==> config.mk <==
export PLATFORM = sky130hd
export DESIGN_NAME = dvp_tx
export DESIGN_NICKNAME = d
export VERILOG_FILES = /design/src/rtl/dvp_tx.sv
export SDC_FILE = /design/constraint.sdc
export NUM_CORES = 1
export LEC_CHECK = 0
export CORE_MARGIN = 2
export CORE_UTILIZATION = 45
export DETAILED_ROUTE_END_ITERATION = 10
export PLACE_DENSITY = 0.68
export SLEW_MARGIN = 20
export SYNTH_ARGS = -nofsm -noshare
export SYNTH_HDL_FRONTEND = slang
export SYNTH_SLANG_ARGS = --single-unit
==> constraint.sdc <==
create_clock -name pclk_i -period 4.5 [get_ports pclk_i]
set_clock_uncertainty 0.05 [all_clocks]
set_input_delay 0.675 -clock pclk_i [delete_from_list [all_inputs] [get_ports pclk_i]]
set_output_delay 0.675 -clock pclk_i [all_outputs]
set_load 0.05 [all_outputs]
==> src/rtl/dvp_tx.sv <==
// dvp_tx: DVP camera-side transmitter that serialises pixels into vsync/href/8-bit byte lanes, MSB byte first.
// Latency: a pixel accepted in cycle t shows its first byte on data_o in cycle t+1. Frame timing is fixed by the parameters.
// Backpressure: none. A pixel is pulled only at fetch cycles. A missing pixel is sent as zero bytes and flagged on underflow_o.
// Optional macro DVP_TX_TEST_PATTERN_EN adds pattern_en_i and an internal 8-bar colour-bar generator.
module dvp_tx #(
    parameter int    WIDTH       = 1280,
    parameter int    HEIGHT      = 720,
    parameter string DATA_FORMAT = "RGB888",
    parameter int    VSYNC_LEN   = 8,
    parameter int    VBP         = 16,
    parameter int    HBLANK      = 32,
    parameter int    VFP         = 16,
    localparam int   BYTES       = (DATA_FORMAT == "RGB888") ? 3 : 2
) (
    input  logic               pclk_i,
    input  logic               rst_n_i,
    input  logic               enable_i,
`ifdef DVP_TX_TEST_PATTERN_EN
    input  logic               pattern_en_i,
`endif
    input  logic               in_valid_i,
    output logic               in_ready_o,
    input  logic [8*BYTES-1:0] in_data_i,
    output logic               vsync_o,
    output logic               href_o,
    output logic [7:0]         data_o,
    output logic               frame_done_o,
    output logic               underflow_o,
    output logic               busy_o
);

    localparam int PW   = 8 * BYTES;
    localparam int M1   = (WIDTH > VSYNC_LEN) ? WIDTH : VSYNC_LEN;
    localparam int M2   = (VBP > HBLANK) ? VBP : HBLANK;
    localparam int M3   = (M1 > M2) ? M1 : M2;
    localparam int CMAX = (M3 > VFP) ? M3 : VFP;
    localparam int CW   = $clog2(CMAX + 1);
    localparam int LW   = (HEIGHT > 1) ? $clog2(HEIGHT) : 1;
    localparam int BW   = $clog2(BYTES);

    localparam logic [CW-1:0] VS_LAST  = CW'(VSYNC_LEN - 1);
    localparam logic [CW-1:0] VBP_LAST = CW'(VBP - 1);
    localparam logic [CW-1:0] HB_LAST  = CW'(HBLANK - 1);
    localparam logic [CW-1:0] VFP_LAST = CW'(VFP - 1);
    localparam logic [CW-1:0] W_LAST   = CW'(WIDTH - 1);
    localparam logic [LW-1:0] H_LAST   = LW'(HEIGHT - 1);
    localparam logic [BW-1:0] B_LAST   = BW'(BYTES - 1);

    typedef enum logic [2:0] {S_IDLE, S_VSYNC, S_VBP, S_ACTIVE, S_HBLANK, S_VFP} state_t;

    state_t         state_q;
    logic [CW-1:0]  cnt_q;        // cycles within a phase; pixel index during ACTIVE
    logic [LW-1:0]  line_q;
    logic [BW-1:0]  byte_q;       // byte index within the current pixel
    logic [PW-1:0]  sh_q;
    logic           vsync_q, href_q, frame_done_q, underflow_q;
    logic [7:0]     data_q;
    logic           fetch;
    logic [PW-1:0]  src_pix;
    logic           src_ok;

    // A fetch happens in the cycle just before a pixel's first byte goes out.
    always_comb begin
        fetch = 1'b0;
        case (state_q)
            S_VBP:    fetch = (cnt_q == VBP_LAST);
            S_HBLANK: fetch = (cnt_q == HB_LAST);
            S_ACTIVE: fetch = (byte_q == B_LAST) && (cnt_q != W_LAST);
            default:  fetch = 1'b0;
        endcase
    end

`ifdef DVP_TX_TEST_PATTERN_EN
    logic          pat_q;
    logic [CW-1:0] nxt_hpix;

    function automatic logic [PW-1:0] bar_pix(input logic [CW-1:0] hpix);
        int unsigned h;
        int unsigned bar;
        logic        r, g, b;
        h   = 32'(hpix);
        bar = (h * 8) / WIDTH;
        r   = bar[2];
        g   = bar[1];
        b   = bar[0];
        if (BYTES == 3) bar_pix = PW'({{8{r}}, {8{g}}, {8{b}}});
        else            bar_pix = PW'({{5{r}}, {6{g}}, {5{b}}});
    endfunction

    assign nxt_hpix   = (state_q == S_ACTIVE) ? cnt_q + CW'(1) : '0;
    assign src_pix    = pat_q ? bar_pix(nxt_hpix) : in_data_i;
    assign src_ok     = pat_q | in_valid_i;
    assign in_ready_o = fetch & ~pat_q;
`else
    assign src_pix    = in_data_i;
    assign src_ok     = in_valid_i;
    assign in_ready_o = fetch;
`endif

    assign busy_o       = (state_q != S_IDLE);
    assign vsync_o      = vsync_q;
    assign href_o       = href_q;
    assign data_o       = data_q;
    assign frame_done_o = frame_done_q;
    assign underflow_o  = underflow_q;

    // Frame FSM: phase counters, byte shifter and all registered DVP outputs.
    always_ff @(posedge pclk_i or negedge rst_n_i) begin
        if (!rst_n_i) begin
            state_q      <= S_IDLE;
            cnt_q        <= '0;
            line_q       <= '0;
            byte_q       <= '0;
            sh_q         <= '0;
            vsync_q      <= 1'b0;
            href_q       <= 1'b0;
            data_q       <= '0;
            frame_done_q <= 1'b0;
            underflow_q  <= 1'b0;
`ifdef DVP_TX_TEST_PATTERN_EN
            pat_q        <= 1'b0;
`endif
        end else begin
            frame_done_q <= 1'b0;
            underflow_q  <= 1'b0;
            // Load the next pixel; a missing one becomes zero bytes without consuming a word.
            if (fetch) begin
                if (src_ok) begin
                    data_q <= src_pix[PW-1 -: 8];
                    sh_q   <= src_pix << 8;
                end else begin
                    data_q      <= '0;
                    sh_q        <= '0;
                    underflow_q <= 1'b1;
                end
            end
            case (state_q)
                S_IDLE: begin
                    if (enable_i) begin
                        state_q <= S_VSYNC;
                        cnt_q   <= '0;
                        vsync_q <= 1'b1;
`ifdef DVP_TX_TEST_PATTERN_EN
                        pat_q   <= pattern_en_i;
`endif
                    end
                end
                S_VSYNC: begin
                    if (cnt_q == VS_LAST) begin
                        state_q <= S_VBP;
                        cnt_q   <= '0;
                        vsync_q <= 1'b0;
                    end else begin
                        cnt_q <= cnt_q + CW'(1);
                    end
                end
                S_VBP: begin
                    if (cnt_q == VBP_LAST) begin
                        state_q <= S_ACTIVE;
                        cnt_q   <= '0;
                        byte_q  <= '0;
                        href_q  <= 1'b1;
                    end else begin
                        cnt_q <= cnt_q + CW'(1);
                    end
                end
                S_ACTIVE: begin
                    if (byte_q == B_LAST) begin
                        byte_q <= '0;
                        if (cnt_q == W_LAST) begin
                            cnt_q  <= '0;
                            href_q <= 1'b0;
                            data_q <= '0;
                            if (line_q == H_LAST) begin
                                state_q      <= S_VFP;
                                frame_done_q <= (VFP == 1);
                            end else begin
                                state_q <= S_HBLANK;
                            end
                        end else begin
                            cnt_q <= cnt_q + CW'(1);
                        end
                    end else begin
                        byte_q <= byte_q + BW'(1);
                        data_q <= sh_q[PW-1 -: 8];
                        sh_q   <= sh_q << 8;
                    end
                end
                S_HBLANK: begin
                    if (cnt_q == HB_LAST) begin
                        state_q <= S_ACTIVE;
                        cnt_q   <= '0;
                        byte_q  <= '0;
                        line_q  <= line_q + LW'(1);
                        href_q  <= 1'b1;
                    end else begin
                        cnt_q <= cnt_q + CW'(1);
                    end
                end
                S_VFP: begin
                    if (cnt_q == VFP_LAST) begin
                        cnt_q  <= '0;
                        line_q <= '0;
                        if (enable_i) begin
                            state_q <= S_VSYNC;
                            vsync_q <= 1'b1;
`ifdef DVP_TX_TEST_PATTERN_EN
                            pat_q   <= pattern_en_i;
`endif
                        end else begin
                            state_q <= S_IDLE;
                        end
                    end else begin
                        cnt_q        <= cnt_q + CW'(1);
                        frame_done_q <= ((cnt_q + CW'(1)) == VFP_LAST);
                    end
                end
                default: state_q <= S_IDLE;
            endcase
        end
    end

endmodule
### After elaboration in Yosys (flattened, before gate mapping)

Cells that the tools add are included.

* eq/ne operators: 20
* muxes and demuxes: 47
* reduce and logical (&&, ||, !) cells: 14
* add/subtract/negate cells: 3

Operator list (number)
* $mux W24: 4
* $mux W11: 6
* $pmux W11 S5: 1
* $mux W8: 5
* $eq A11 B4 Y1 const B: 2
* $mux W3: 7
* $mux W10: 2
* $pmux W10 S2: 1
* $pmux W3 S6: 1
* $ne A2 B2 Y1 const B: 7
* $mux W1: 13
* $reduce_and A3 Y1: 4
* $add A11 B1 Y11 const B: 1
* $eq A11 B11 Y1 const B: 1
* $eq A11 B3 Y1 const B: 1
* $eq A11 B5 Y1 const B: 1
* $ne A11 B11 Y1 const B: 1
* $add A10 B1 Y10 const B: 1
* $eq A10 B10 Y1 const B: 1
* $pmux W1 S3: 3
* $reduce_bool A3 Y1: 3
* $reduce_and A7 Y1: 1
* $eq A3 B2 Y1 const B: 2
* $eq A3 B3 Y1 const B: 2
* other kinds (11): 13

* output and inout bits: 14
* flip-flop bits (word level): 62

### Depth between registers and ports, before layout

Gate-level depths: netlist (run 1).

* depth in word-level cells: 7
* mapped depth: 8

### Worst setup path after synthesis (run 1)

OpenSTA, ideal clock, no wires.

* kind: reg-to-output
* from: reg cnt_q[5]
* to: out in_ready_o
* required time: 3.775 ns
* setup slack: 1.570 ns
* arrival: 2.205 ns
* cell stages (with the launch flop): 7
* path buffers: 2
* cells stage by stage: dfrtp_1 -> or4_4 -> or3_1 -> buf_2 -> or2_1 -> clkbuf_1 -> nand2_1

* word-level cells in the longest chain between the ends: 3
* elaborated cells on any way between the ends: 5
* those cells by class: eq/ne (3); mux (1); reduce/logical (1)

Ends and longest elaborated chain
* start, declared: line 52 `logic [CW-1:0] cnt_q;`
* start signal, assigned: line 154 `cnt_q <= cnt_q + CW'(1);`
* start signal, assigned: line 164 `cnt_q <= cnt_q + CW'(1);`
* start signal, assigned: line 181 `cnt_q <= cnt_q + CW'(1);`
* $ne A11 B11 Y1: line 68 `S_ACTIVE: fetch = (byte_q == B_LAST) && (cnt_q != W_LAST);`
* $logic_and A1 B1 Y1: line 68
* $pmux W1 S3 (*): line 65 `case (state_q)`
* end, declared: line 22 `output logic in_ready_o,`

Mark *: on every way between the ends. The rest lies on a longest branch, timed or not.

### Final worst setup path (run 1)

* from: reg cnt_q[0]
* to: out in_ready_o

The elaborated chain is that of the path after synthesis.

==> run summary, run 1 <==
CP startpoint kind - flip-flop
Synth area leaders - dfrtp_1, nand2_1, nand4b_1
Syn_area_per_cell - 8.66 µm²
Sw power - 1260 µW
Final instance area - 4160 µm²
# IOs - 42
Total negative slack - 0 ns
Finished Layout Cells - 532
Final Hold Fails - 0
TritonCTS Sinks - 62
Tcrit/Tclk final - 0.908
RSZ-0062 raised after global routing - no
Count of pins over their slew limit - 0
Met1 wire length - 3.88 mm
DR pass1 iterations - 5
Core area - 7370 µm²
Fillers - 669
Initial Util - 0.470
Area Growth Syn to Fin - 20.2%
Simple-gate share of the synthesized area - 0.270
Yosys top cell by area - dfrtp_1
Fin nets - 459
Outcome - finished, final reports clean
Placed insts - 516
Largest family of logic cells by synthesized area - simple AND/OR/NAND/NOR gates
Resize count post-CTS - 0
First-pass GRT wire length - 14.1 mm
# rows - 31
Chip height - 91.7 µm
Slowest CP cell - clkdlybuf4s50_1
CTS buffer count - 9
Yosys Warn Count - 0
Reg power frac - 0.337
DR iter-0 viols - 212
Lkg Pwr - 0.00167 µW
Post-synth ARST share - 1.00
Min Tclk post-route - 4.08 ns
Int Pwr - 1530 µW
Post-Synth XOR/XNOR Area - 0.0253
Routability cong. - 0.949
Crit-path max FO - 15
Synthesized cell area - 3460 µm²
Post-Synth Adder-Cell Area - 0.0108
HPWL Detailed - 5.57 mm
CP peak stage delay - 0.80 ns
Sw frac - 0.452
WP data required - 3.77 ns
Max-Slew Margin vs Limit - 0.328
Drt wl/cell - 15.9 µm
Ant diodes - 0
Crit-path leading delay family - simple AND/OR/NAND/NOR gates
Nature of the critical path endpoint - output pin
Synth Area in Compound Gates - 0.200
DRT Wirelength - 8.44 mm
CTS Buffer Depth - 2
Synth cell types - 51
Crit-path cells - ha_1, nand3_1, or3_1, or2_1, nand2_1, clkdlybuf4s50_1
Clock transition at the registers of the reported paths - 0.06 ns
Clk root buf - clkbuf_8
CP bufs+invs - 1
Via count - 3125
Placed Area - 3940 µm²
Synthesized net count - 431
HP Class - in -> async
Die footprint - 8420 µm²
Antenna violations before repair - 0
Routed Antenna Nets - 0
Die width - 91.7 µm
Share of the synthesized area in the top cell type - 0.448
Clock latency on the worst-skew pair - 0.34 ns
Metal2 WL - 4.00 mm
Cell count after synthesis - 400
CTS tree - done
Combinational share of power - 0.474
Remaining DRCs - 0
Met3 wire len - 483 µm
Port bufs - 41
R2R setup slack - 1.60 ns
Setup bufs post-CTS - 0
Peak VDD IR - 250 µV
Mux share of post-synthesis cell area - 0.00325
Top cells by count, synth - dfrtp_1, nand2_1, nor2_1
#FFs+latches synth - 62
Pin count of the biggest net entering global routing - 63
Number of global-route vias before repair - 2902
Post-synth EDFFs - 0
Vias per inst - 5.87
Layout cells sized above 1 - 0.0716
Setup Viol. Count Final - 0
Register area share after synthesis - 0.448
Clock Power Share - 0.189
Total GRT Usage - 0.207
Fmax - 245 MHz
WS Path Type - reg -> out
Count leader, synth - dfrtp_1
Max layer used - met4
Main flop type after synthesis - dfrtp_1
Max-Cap Viols - 0
Cts hold-fix bufs - 0
Total grt overflow - 0
Arr. time, crit path - 3.36 ns
H-tree level count - 3
Power per cell area - 671 nW/µm²
Worst Tran Pin Value - 0.999 ns
flip-flops by register name, indices dropped and copies added, names as in the netlist:
signal,count
byte_q,2
cnt_q,11
data_o,8
frame_done_o,1
href_o,1
line_q,10
sh_q,24
state_q,3
underflow_o,1
vsync_o,1
per-layer routing:
metal,vias up,global-route usage
met5,-,0
met1,1493,0.294
met3,8,0.0567
met2,99,0.317
met4,0,0.0498
li1,1525,-
path summary, 6_finish.rpt:
check | from | end | depth (start not counted)
max | cnt_q[0] | in_ready_o | 6
min | rst_n_i | underflow_o | 2
max reg2reg | cnt_q[4] | cnt_q[7] | 7
min reg2reg | sh_q[1] | sh_q[1] | 1
max in group asynchronous | rst_n_i | cnt_q[6] | 2
min in group pclk_i | sh_q[1] | sh_q[1] | 1
kinds of logic after synthesis:
logic type / count (synthesis)
AND/OR/NAND/NOR: 179
adder cells (fa/ha/maj): 3
multiplexers: 1
AO/OA/AOI/OAI: 107
XOR/XNOR: 10
flip-flops: 62
buffers and inverters: 38
metrics by stage:
| stage | utilization | power (µW) | hold WS, ns | worst slack (ns) |
|---|---|---|---|---|
| 5_1_grt | 0.565 | 2980 | 0.451 | 0.182 |
| 3_3_place_gp | 0.535 | 2230 | 0.413 | 0.858 |
| 3_5_place_dp | 0.535 | 2260 | 0.422 | 0.803 |
| 4_1_cts | 0.565 | 2800 | 0.439 | 0.395 |
| 2_1_floorplan | - | 1860 | 0.329 | 1.57 |
| 6_report | 0.565 | 2790 | 0.436 | 0.416 |
area by class of cell:
cell class / instances / area [µm²] / area share
multi-input combinational: 300 / 1780 / 0.428
sequential: 62 / 1550 / 0.373
timing repair buffer: 48 / 458 / 0.110
clock buffer: 14 / 183 / 0.0439
tap: 99 / 124 / 0.0298
clock inverter: 2 / 37.5 / 0.00902
inverter: 7 / 26.3 / 0.00631
placed cells by master (no fill, tap or decap), drive strengths merged, types with 7 or more instances in the layout:
cell type,count
and2,10
dfrtp,62
nand3,12
xor2,9
nor3,13
buf,8
a31oi,19
o21ai,31
nand4b,17
inv,7
nand2,52
o211ai,13
o221ai,9
clkbuf,14
clkdlybuf4s50,40
a21oi,14
nor2,38
worst reg2reg max path, cell delays in order, from the launching register on:
cell      delay [ns]
dfrtp_1         0.67
nand3_1         0.32
nor4_4          0.28
buf_4           0.32
o21ai_1         0.11
buf_4           0.21
nor2_1          0.56
o311ai_0        0.24
power groups by stage:
stage	Combinational, µW	Clock, µW	Sequential, µW
6_report	1320	529	942
5_1_grt	1450	564	970
4_1_cts	1320	544	935
3_5_place_dp	1320	0	944
3_3_place_gp	1300	0	930
2_1_floorplan	869	0	992
Note: power is estimated with default switching activity, not from simulation.
==> run 2: changes to the inputs <==
--- a/config.mk
+++ b/config.mk
@@ -5,6 +5,8 @@
 export SDC_FILE = /design/constraint.sdc
 export NUM_CORES = 1
 export LEC_CHECK = 0
+export ABC_CLOCK_PERIOD_IN_PS = 4500
+export CORE_ASPECT_RATIO = 1.25
 export CORE_MARGIN = 2
 export CORE_UTILIZATION = 45
 export DETAILED_ROUTE_END_ITERATION = 10
==> run 2 against run 1 <==
Effect of this change: utilization fell by 0.31 points; largest power group unchanged; register-to-register slack improved by 0.06 ns; sequential cell count did not move; die area barely moved; worst hold slack improved by 0.00099 ns; critical path type unchanged.
==> run summary, run 2 (synthesis gave the netlist of run 1 again) <==
Layout cells sized above 1 - 0.0737
Commonest non-fill, non-tap cell in the layout - dfrtp_1
R2R setup slack - 1.66 ns
Ant diodes - 0
Crit-path cells - ha_1, nand3_1, or3_1, buf_4, or2_1, nand2_1, clkdlybuf4s50_1
First-pass GRT wire length - 13.9 mm
Total grt overflow - 0
Min Tclk post-route - 3.98 ns
CP startpoint kind - flip-flop
Setup Viol. Count Final - 0
Reg power frac - 0.336
Core area - 7400 µm²
# IOs - 42
Final Hold Fails - 0
Lkg Pwr - 0.00167 µW
Number of global-route vias before repair - 2923
Sw power - 1270 µW
Max-Cap Viols - 0
Die width - 82.5 µm
Total negative slack - 0 ns
Sw frac - 0.452
Final Util - 0.562
Pin count of the biggest net entering global routing - 63
Total GRT Usage - 0.213
Slowest CP cell - clkdlybuf4s50_1
Fin nets - 460
DRT Wirelength - 8.35 mm
Setup ws final - 0.520 ns
RSZ-0062 raised after global routing - no
WS Path Type - reg -> out
Port bufs - 41
Dpl ws - 0.910 ns
Worst Tran Pin Value - 1.03 ns
CP peak stage delay - 0.80 ns
Remaining DRCs - 0
Largest regs - sh_q: 24 flops, cnt_q: 11 flops, line_q: 10 flops
Routability cong. - 0.829
Peak VDD IR - 339 µV
Area Growth Syn to Fin - 20.0%
TritonCTS Sinks - 62
Power per cell area - 675 nW/µm²
Clock transition at the registers of the reported paths - 0.07 ns
Arr. time, crit path - 3.26 ns
Antenna violations before repair - 0
Outcome - finished, final reports clean
Die footprint - 8420 µm²
WP data required - 3.77 ns
HPWL Detailed - 5.70 mm
DR pass1 iterations - 5
CTS Buffer Depth - 2
Largest register FFs - 24
Clk root buf - clkbuf_8
Crit-path max FO - 15
CTS tree - done
Chip height - 102 µm
Combinational share of power - 0.467
H-tree level count - 3
Vias per inst - 5.89
Clock Power Share - 0.197
CTS buffer count - 9
Cts hold-fix bufs - 0
Worst r2r src - cnt_q[4]
Routed Antenna Nets - 0
HP Class - in -> async
Tcrit/Tclk final - 0.884
Resize count post-CTS - 0
Max-Slew Margin vs Limit - 0.311
Biggest register - sh_q
DR iter-0 viols - 154
Int Pwr - 1540 µW
Clock latency on the worst-skew pair - 0.34 ns
Drt wl/cell - 15.9 µm
Nature of the critical path endpoint - output pin
Most frequent cells in the layout - dfrtp_1, nand2_1, clkdlybuf4s50_1, nor2_1, o21ai_0
Fmax - 251 MHz
Count of pins over their slew limit - 0
R2R Path End - cnt_q[7]
Via count - 3098
Setup bufs post-CTS - 0
Initial Util - 0.468
# rows - 35
Reg2reg path depth - 7
## run 2: area by class of cell
| class | instances | area, µm² |
|---|---|---|
| Tap cell | 92 | 115 |
| Timing Repair Buffer | 49 | 465 |
| Fill cell | 696 | 3240 |
| Clock buffer | 10 | 138 |
| Inverter | 7 | 26.3 |
| Clock inverter | 6 | 85.1 |
| Sequential cell | 62 | 1550 |
| Multi-Input combinational cell | 300 | 1780 |
## run 2: routing by layer
layer / vias to the layer above / share of wire / GRT usage
met1: 1483 / 0.44 / 0.290
met5: - / 0 / 0
met3: 16 / 0.042 / 0.0398
met4: 0 / 0.021 / 0.0859
met2: 78 / 0.50 / 0.335
li1: 1521 / - / -
## run 2: worst max-delay path: cells and delay by family, from the launching register on
family | cells | cell delay, ns
fa+ha+maj | 1 | 0.34
buf+inv | 2 | 1.00
simple gates | 4 | 1.12
flops | 1 | 0.46
## run 2: power by group through the flow
stage,logic (µW),registers [µW],clock network (µW)
2_1_floorplan,869,992,0
3_3_place_gp,1300,939,0
3_5_place_dp,1310,951,0
4_1_cts,1320,941,567
5_1_grt,1450,976,589
6_report,1310,943,553
## run 2: through the flow
stage | area [µm²] | total power (µW) | instances | hold WS, ns
6_report | 4160 | 2800 | 526 | 0.437
5_1_grt | 4160 | 3010 | 526 | 0.463
4_1_cts | 4160 | 2830 | 526 | 0.443
3_5_place_dp | 3940 | 2260 | 510 | 0.422
3_3_place_gp | 3940 | 2240 | 510 | 0.424
2_1_floorplan | 3460 | 1860 | 400 | 0.329
## run 2: how the worst max path moves through the flow
stage	start	end	slack (ns)	cells after the start
floorplan	cnt_q[5]	in_ready_o	1.57	6
global placement	cnt_q[0]	in_ready_o	0.97	7
detailed placement	cnt_q[0]	in_ready_o	0.91	7
CTS	cnt_q[0]	in_ready_o	0.53	7
global route	cnt_q[0]	in_ready_o	0.34	7
finish	cnt_q[0]	in_ready_o	0.52	7
==> variant: new RTL, flow settings as in run 2 <==
Reset style: synchronous (`rst_n_i`), changed in one clocked block.
--- a/src/rtl/dvp_tx.sv
+++ b/src/rtl/dvp_tx.sv
@@ -105,7 +105,7 @@
     assign underflow_o  = underflow_q;
 
     // Frame FSM: phase counters, byte shifter and all registered DVP outputs.
-    always_ff @(posedge pclk_i or negedge rst_n_i) begin
+    always_ff @(posedge pclk_i) begin
         if (!rst_n_i) begin
             state_q      <= S_IDLE;
             cnt_q        <= '0;
Check against the original RTL: differs if rst_n_i is asserted again (counterexample within 4 cycles, from zero or initial values and one cycle with rst_n_i low); with rst_n_i held inactive, the same outputs for 10 cycles.
==> variant against run 2 <==
- final area fell by 2.2%
- worst setup slack improved by 0.14 ns
- critical path depth did not move
- core utilization fell by 1.5 points
- die area rose by 0.38%
- area after synthesis rose by 0.40%
- via count barely moved
- sequential cell count did not move
- wire length fell by 3.7%
- critical path type unchanged
Power is not compared: it rests on default switching activity, and its combinational part moved more than twofold at a synthesized area within 25%.
==> variant: results (changes against run 2) <==
Clock network:
- The clock transition at the registers of the reported paths came to 0.07 ns (about the same).
- The maximum level of the CTS H-tree is 3 (unchanged).
- The post-cts sizing count was 0 (unchanged).
- The number of CTS-inserted buffers is 9 (unchanged).
- The number of post-CTS setup repair buffers was 0 (unchanged).
- The maximum number of buffers from clock root to sink is 2 (unchanged).
- The clock network latency to the later pin of the worst-skew pair is 0.34 ns (about the same).
- The cell sitting at the root of the clock tree is a clkbuf_8.

Synthesis:
- Counting instances in the post-synthesis netlist gives the leading cell types as dfxtp_1, nand2_1, nand3_1.
- The synthesis warning total is 0 (unchanged).
- The net count of the mapped netlist is 450 (+4.4%).
- The sequential share of the synthesized area is 35.7% (-9.1 points).
- The post-synthesis instance total is 419 (+4.8%).
- After synthesis, the cell types taking the most area are dfxtp_1, nand2_1, nand3_1, o211ai_1, o21ai_0.
- The unique cell type count in the Yosys netlist is 62 (+22%).
- The share of flip-flops with an asynchronous set or reset is 0% (-100 points).

Placement:
- The worst setup slack after placement is 1.05 ns (+0.143 ns).
- The cell area after placement is 3870 sq um (-1.7%).
- The placed cell count is 521 (+2.2%).
- The detailed-placement wirelength estimate was 5540 um (-2.9%).
- The count of buffers from port buffering was 41 (unchanged).
- The routability congestion estimate is 0.850 (+2.5%).

Power and ir drop:
- The design internal power is 1020 uW.

Cells and area:
- The proportion of layout cells with a drive suffix above 1 came to 10.1% (+2.7 points).
- The final layout net count came to 471 (+2.4%).
- The filler cell count was 698 (+0.29%).
- The area of combinational cells with multiple inputs was 2030 sq um (+14%).
- The count of placed standard cells in the final layout, fillers left out was 537 (+2.1%).

Critical path:
- The slack of the worst reg-to-reg path is 1.69 ns (+0.03 ns).
- The cell depth of the worst flop-to-flop path was 7 (unchanged).
- The terminus of the critical flop-to-flop path is sh_q[10].
- Broken down by cell family, the worst path's largest delay share belongs to simple AND/OR/NAND/NOR gates.
- The start point of the critical path is cnt_q[1].
- The largest incremental delay on the critical path is 0.72 ns (-0.08 ns).
- In this run the worst setup path terminates at in_ready_o.
- The endpoint arrival time on the critical path is 3.12 ns (-0.14 ns).
- The highest net fanout along the worst path is 18 (+3).
- The largest individual stage delay along the critical path comes from the cell nor3_4.

GRT:
- The pin count of the biggest net entering global routing was 52 (-17%).
- The global-route wire length before repair came to 13600 um (-2.4%).
- The initial antenna violation count is 0 (unchanged).
- The number of global-route vias before repair is 2976 (+1.8%).
- The global routing usage summed across all routing layers was 20.5% (-0.88 points).

Detailed routing:
- The length of the first detailed-routing pass in iterations came to 5 (unchanged).
- The vias after detailed routing was 3101 (+0.097%).
- The remaining routing DRC violations was 0 (unchanged).
- The average wire per cell in the routed design is 15.0 um (-5.7%).
- The number of DRC violations after detailed-routing iteration 0 was 191 (+24%).

Timing:
- The worst-margin pin slew was 0.829 ns (-0.203 ns).
- The worst-case hold slack is 0.405 ns (-0.0310 ns).
- The final worst-path setup slack is 0.660 ns (+0.140 ns).

Worst hold path:
- The path class of the tightest hold or removal check is flip-flop to flip-flop.

Job:
- The number of maximum-capacitance violations was 0 (unchanged).

Status:
- The flow ran to the end, and the final reports show no timing, DRC or antenna violations.
-- variant: cell count changes after synthesis, sizes merged, moves of 11 or more --
cell,delta
nor4,+16
nand3,+20
a211oi,+18
xnor2,+11
dfrtp,-62
a31oi,-17
nand4b,-16
nor2,-17
buf,+12
dfxtp,+62
-- variant: routing by layer --
metal	vias to the layer above	wire length, um	global-route usage (%)	part of all wire [%]
met5	-	0	0	0
met4	0	131	8.58	1.6
met3	11	257	3.27	3.2
met2	57	3760	32.3	47
met1	1433	3890	27.7	48
li1	1600	-	-	-
-- variant: worst min-delay path by stage --
stage / from / to / cells past startpoint
2_1_floorplan: sh_q[0] / sh_q[0] / 1
3_3_place_gp: sh_q[4] / sh_q[4] / 1
3_5_place_dp: sh_q[2] / sh_q[2] / 1
4_1_cts: sh_q[1] / sh_q[1] / 1
5_1_grt: sh_q[2] / sh_q[2] / 1
6_report: sh_q[1] / sh_q[1] / 1
-- variant: kinds of logic after synthesis --
group / share of synthesized area (%)
buffers and inverters: 5.90
flip-flops: 35.7
adder cells (fa/ha/maj): 1.08
AND/OR/NAND/NOR: 30.8
XOR/XNOR: 3.53
AO/OA/AOI/OAI: 23.1
-- variant: cell type report --
cell class	instances	area share [%]
clock buffer	11	3.48
clock inverter	5	1.45
inverter	9	0.831
multi-input combinational	312	50.0
sequential	62	30.5
tap	92	2.83
timing repair buffer	46	11.0
-- variant: power by group through the flow --
stage | combinational [uW] | sequential (uW) | clock [uW]
CTS | 460 | 627 | 507
finish | 459 | 628 | 498
detailed placement | 459 | 639 | 0
floorplan | 326 | 649 | 0
global placement | 455 | 638 | 0
global route | 506 | 634 | 529
